File: src/rtl/supersonic_seq.sv
// supersonic_seq: trigger/timeout/holdoff sequencer for the ultrasonic ranging stage, one result per shot.
// Define SUPERSONIC_SEQ_HOLD_LAST_EN to report the last good distance on errored shots instead of all-ones.
module supersonic_seq #(
  parameter int DIS_W       = 17,
  parameter int TRIG_CYC    = 600,
  parameter int HOLDOFF_CYC = 2500000,
  parameter int ECHO_TO_CYC = 100000,
  parameter int MEAS_TO_CYC = 1500000,
  parameter int CNT_W       = 22
) (
  input  logic             clk,
  input  logic             rst,
  input  logic             en,
  output logic             trigger,
  input  logic             trig_suc,
  input  logic             meas_valid,
  input  logic [DIS_W-1:0] meas_dist,
  output logic             result_valid,
  output logic [DIS_W-1:0] result_dist,
  output logic [1:0]       result_err,
  output logic             busy
);
  localparam logic [2:0] IDLE      = 3'd0;
  localparam logic [2:0] TRIG      = 3'd1;
  localparam logic [2:0] WAIT_ECHO = 3'd2;
  localparam logic [2:0] MEASURE   = 3'd3;
  localparam logic [2:0] HOLDOFF   = 3'd4;
  logic [2:0]       r_state, w_next;
  logic [CNT_W-1:0] r_cnt;
  logic             r_trig, r_valid;
  logic [DIS_W-1:0] r_dist, w_fill;
  logic [1:0]       r_err, w_err;
  logic             w_trig_done, w_echo_to, w_meas_to, w_hold_done, w_res;
  assign w_trig_done = r_cnt == CNT_W'(TRIG_CYC - 1);
  assign w_echo_to   = r_cnt == CNT_W'(ECHO_TO_CYC - 1);
  assign w_meas_to   = r_cnt == CNT_W'(MEAS_TO_CYC - 1);
  assign w_hold_done = r_cnt == CNT_W'(HOLDOFF_CYC - 1);
  always_comb begin
    w_next = r_state;
    case (r_state)
      IDLE:      w_next = en ? TRIG : IDLE;
      TRIG:      w_next = w_trig_done ? WAIT_ECHO : TRIG;
      WAIT_ECHO: w_next = trig_suc ? MEASURE : w_echo_to ? HOLDOFF : WAIT_ECHO;
      MEASURE:   w_next = (meas_valid || w_meas_to) ? HOLDOFF : MEASURE;
      HOLDOFF:   w_next = !w_hold_done ? HOLDOFF : en ? TRIG : IDLE;
      default:   w_next = HOLDOFF;
    endcase
  end
  // an echo or measurement arriving on the timeout cycle beats the timeout
  assign w_res = (r_state == WAIT_ECHO && !trig_suc && w_echo_to) ||
                 (r_state == MEASURE && (meas_valid || w_meas_to));
  assign w_err = r_state == WAIT_ECHO ? 2'b01 : meas_valid ? 2'b00 : 2'b10;
`ifdef SUPERSONIC_SEQ_HOLD_LAST_EN
  logic [DIS_W-1:0] r_last;
  always_ff @(posedge clk) begin
    if (rst) r_last <= '0;
    else if (w_res && w_err == 2'b00) r_last <= meas_dist;
  end
  assign w_fill = r_last;
`else
  assign w_fill = '1;
`endif
  always_ff @(posedge clk) begin
    if (rst) begin
      r_state <= HOLDOFF;
      r_cnt   <= '0;
      r_trig  <= 1'b0;
      r_valid <= 1'b0;
      r_dist  <= '0;
      r_err   <= 2'b00;
    end else begin
      r_state <= w_next;
      r_cnt   <= (w_next != r_state || r_state == IDLE) ? '0 : r_cnt + CNT_W'(1);
      r_trig  <= w_next == TRIG;
      r_valid <= w_res;
      if (w_res) begin
        r_err  <= w_err;
        r_dist <= w_err == 2'b00 ? meas_dist : w_fill;
      end
    end
  end
  assign trigger      = r_trig;
  assign result_valid = r_valid;
  assign result_dist  = r_dist;
  assign result_err   = r_err;
  assign busy         = r_state != IDLE;
endmodule

File: config.mk
export PLATFORM = sky130hd
export DESIGN_NAME = supersonic_seq
export DESIGN_NICKNAME = d
export VERILOG_FILES = /design/src/rtl/supersonic_seq.sv
export SDC_FILE = /design/constraint.sdc
export NUM_CORES = 1
export LEC_CHECK = 0
export ABC_CLOCK_PERIOD_IN_PS = 3200
export BUFFER_PORTS_ARGS = -buffer_cell sky130_fd_sc_hd__buf_2
export CORE_UTILIZATION = 50
export CTS_BUF_LIST = sky130_fd_sc_hd__clkbuf_16
export DETAILED_ROUTE_END_ITERATION = 12
export PLACE_DENSITY = 0.73
export REMOVE_ABC_BUFFERS = 1
export SLEW_MARGIN = 40
export SYNTH_ARGS = -nofsm -noshare
export SYNTH_HDL_FRONTEND = slang
export SYNTH_SLANG_ARGS = --single-unit
File: constraint.sdc
create_clock -name clk -period 3.2 [get_ports clk]
set_input_delay 0.32 -clock clk [delete_from_list [all_inputs] [get_ports clk]]
set_output_delay 0.32 -clock clk [all_outputs]
set_load 0.05 [all_outputs]
==> flow_results.org <==
** STA
- Setup repair after global routing left no endpoint under its margin.
- Relative slew margins :: a little under three fifths
- Achievable clock frequency :: 355 MHz
- Tmin final :: ~2.8 ns
- Final hold violations :: 0
- Once routing completed, OpenROAD measured the worst setup slack at about 0.38 ns.
- Max-slew violation count :: 0
- Final period utilization :: approximately 88%
- At the pin with the least slew margin, the transition time is between 0.6 and 0.7 ns.
- For the final database, setup skew stands at between 0.005 and 0.006 ns.
- Setup violations remaining at the end of the flow were counted as 0.

** Synth
- After synthesis, the netlist uses slightly above 40 different library cells.
- #FFs+latches synth :: 46
- Cell count after synthesis :: 258
- The Yosys step of the flow raised 0 warnings.
- Average size of a mapped cell :: around 8.6 µm²
- In the synthesized netlist the async set-or-reset flop fraction comes to 0%.
- In the synthesized netlist the dominant register cell turns out to be dfxtp_1.
- Count of flip-flops with a built-in enable after synthesis :: 0
- The synthesized netlist occupies a cell area of ~2200 µm².
- After synthesis, flip-flops and latches occupy approximately two fifths of the total area.
- Post-synth top area cell :: dfxtp_1
- Cell types occupying the most area after synthesis :: dfxtp_1, nor3_2, nor2_1, nor3_1, xnor2_1
- The synthesized design devotes to its leading area cell type 41.5% of total area.

** Hold path
- Path category of the worst min-delay check :: in2reg
- The worst hold path begins at meas_dist[12].
- Cells on Worst Hold Path :: 3
- WHS Endpoint :: result_dist[12]

** Clock tree
- Buffer count from post-CTS setup fixing :: 0
- Resize count post-CTS :: 0
- CTS tree :: done
- TritonCTS created 5 clock buffers.
- The clock passes through at most 2 buffers.
- CTS placed an instance of clkbuf_16 at the clock tree root.
- Clock input transition at the sequential cells of the worst setup and hold paths :: 0.06 ns
- Number of buffers added to fix hold violations after cts :: 0
- For the worst-skew pair, the clock arrives at the later sink with an insertion delay of approximately 0.29 ns.
- CTS Sinks :: 46
- The H-tree generated during clock tree synthesis spans 2 levels.

** Global routing
- Global route total overflow :: 0
- In the global route stage, overall resource usage came out at 20.9%.
- Wire length of the first global-routing pass :: between 7 and 8 mm
- Initial antenna violation count :: 0
- Via count of the first global-routing pass :: ~1,600
- Pin count of the biggest net entering global routing :: 25

** Placement
- The congestion estimate from routability-driven global placement came to 0.801.
- Port-buffer cells :: 43
- After detailed placement, the total cell area comes to approximately 2500 µm².
- Half-perimeter wire length after placement :: about 3.3 mm
- At the placement stage, the worst setup path has a slack of about 0.4 ns.

** Cells and area
- Antenna diode instance count :: 0
- NumNets Final :: between 300 and 400
- Commonest cells after routing, fill and taps aside :: nor2_1, dfxtp_1, buf_2
- After routing the design area is between 2000 and 3000 µm².
- Share of post-route cells with drive strength above 1 :: 26.4%
- Relative to the synthesized area, the layout overhead comes to 18.9%.

** Floorplan
- Core footprint :: between 4000 and 5000 µm²
- Vertical extent of the die :: a little under 70 µm
- between 40 and 50 I/O pins were placed.
- Initial core utilization :: 53.6%
- After floorplanning, the core was divided into 23 placement rows.
- The die covers around 4700 µm².
- The die is a little under 70 µm wide.

** Critical path
- On the critical path the largest part of the delay comes from simple AND/OR/NAND/NOR gates.
- The critical path in this run is classified as reg2reg.
- Worst reg-to-reg path cell count :: 8
- Worst r2r dst :: r_cnt[21]
- The largest individual stage delay along the critical path comes from the cell or4_4.
- CP Cell Sequence :: ha_1 -> nand4b_1 -> or4_4 -> a211o_1 -> a221oi_4 -> mux2i_2 -> buf_12 -> nor3_1
- The number of buffers and inverters on the critical path is 1.
- STA classifies the critical path startpoint as a flip-flop.
- Critical path peak fanout :: 22
- Worst path required time :: between 3 and 4 ns
- Data on the critical path arrives at its endpoint at about 3.0 ns.
- The startpoint identified for the worst register-to-register timing path is r_cnt[0].
- Setup slack on the worst reg-to-reg path comes out at 0.38 ns.
- Capturing element type of the critical path :: flip-flop
- For this run, the slowest stage of the critical path takes 0.57 ns.

** Job
- The tool flagged a number of max-cap violations equal to 0.

** Routing
- After detailed routing, the number of vias per cell comes to around 5.5.
- Routed wire length :: 4.60 mm
- Summing over every cut layer, the via total after detailed routing is approximately 1,900.
- The first detailed-routing pass ran for 4 iterations.
- After detailed routing, the number of remaining DRC violations is 0.
- Post-route antenna net violation count :: 0
- The first routing iteration left about 150 violations.
- In the final routed layout, each cell accounts on average for 13.2 µm.

** Power and ir drop
- For this design the static power due to leakage is 1.00 nW.
- The worst-case IR drop observed on VDD is roughly 0.26 mV.
- Areal power density over the cells :: about 460 nW/µm²

** Run status
- The run finished with clean final reports.
-- registers in the layout (all words and copies together), names as in the netlist --
signal	cells
result_dist	17
result_err	2
r_cnt	22
r_state	3
trigger	1
result_valid	1
-- logic make-up (layout without fill, tap and decap cells) --
family / count (synthesis) / in the layout / share of synthesized area (%)
xor+xnor: 20 / 20 / 7.89
flops: 46 / 46 / 41.5
buf+inv: 20 / 61 / 4.34
simple gates: 150 / 150 / 38.9
compound gates: 20 / 20 / 6.37
mux: 1 / 1 / 0.451
fa+ha+maj: 1 / 1 / 0.563
-- synthesized netlist by cell type (3+ instances only) --
master	number
nand2_1	8
inv_1	6
a21oi_1	7
and2_1	3
xor2_1	10
xnor2_1	10
nor4b_1	3
nand4b_1	3
o21ai_0	4
nand3_1	14
nor3_2	20
nor2_1	46
clkbuf_1	6
nor3_1	27
buf_2	4
and3_1	5
nand4_1	6
dfxtp_1	46
-- where the power goes --
group          total, mW  internal (mW)  switching, mW  leakage, nW
combinational     0.0362         0.0165         0.0196        0.549
clock              0.587          0.369          0.217       0.0842
sequential         0.581          0.576        0.00479        0.371
-- worst reg2reg max path: cells and delay by family, from the launching register on --
family,cells,cell delay [ns]
and+or+nand+nor,3,0.82
buffers and inverters,1,0.22
muxes,1,0.31
adders and majority gates,1,0.30
AOI/OAI and AO/OA,2,0.64
DFF,1,0.42
-- how the worst max path moves through the flow --
stage                   from        end  slack, ns  depth (start not counted)
global route        r_cnt[0]  r_cnt[12]       0.25                          8
detailed placement  r_cnt[0]  r_cnt[21]       0.40                          8
global placement    r_cnt[0]  r_cnt[21]       0.47                          8
finish              r_cnt[0]  r_cnt[21]       0.38                          8
CTS                 r_cnt[0]  r_cnt[21]       0.39                          8
floorplan           r_cnt[0]  r_cnt[21]      -0.63                          7
-- routing by layer --
layer	part of all wire [%]	GRT usage [%]	vias to the layer above
met4	1.7	9.38	0
met5	0	0	-
li1	-	-	983
met3	5.2	6.09	9
met1	47	26.9	873
met2	46	32.1	44
-- cell type report --
| type | count | area (µm²) |
|---|---|---|
| fillers | 376 | 1500 |
| inverters | 7 | 26.3 |
| repair buffers | 46 | 250 |
| clock inverters | 3 | 43.8 |
| flip-flops and latches | 46 | 921 |
| clock buffers | 5 | 125 |
| well taps | 50 | 62.6 |
| multi-input cells | 192 | 1210 |
-- through the flow --
step	instances	TNS [ns]	hold WS [ns]	power, mW	util, %
2_1_floorplan	245	-12.67	0.389	0.607	-
3_3_place_gp	341	0	0.466	0.630	59.6
3_5_place_dp	341	0	0.465	0.630	59.6
4_1_cts	349	0	0.288	1.21	63.7
5_1_grt	349	0	0.295	1.24	63.7
6_report	349	0	0.288	1.20	63.7
(Power assumes the default switching activity.)
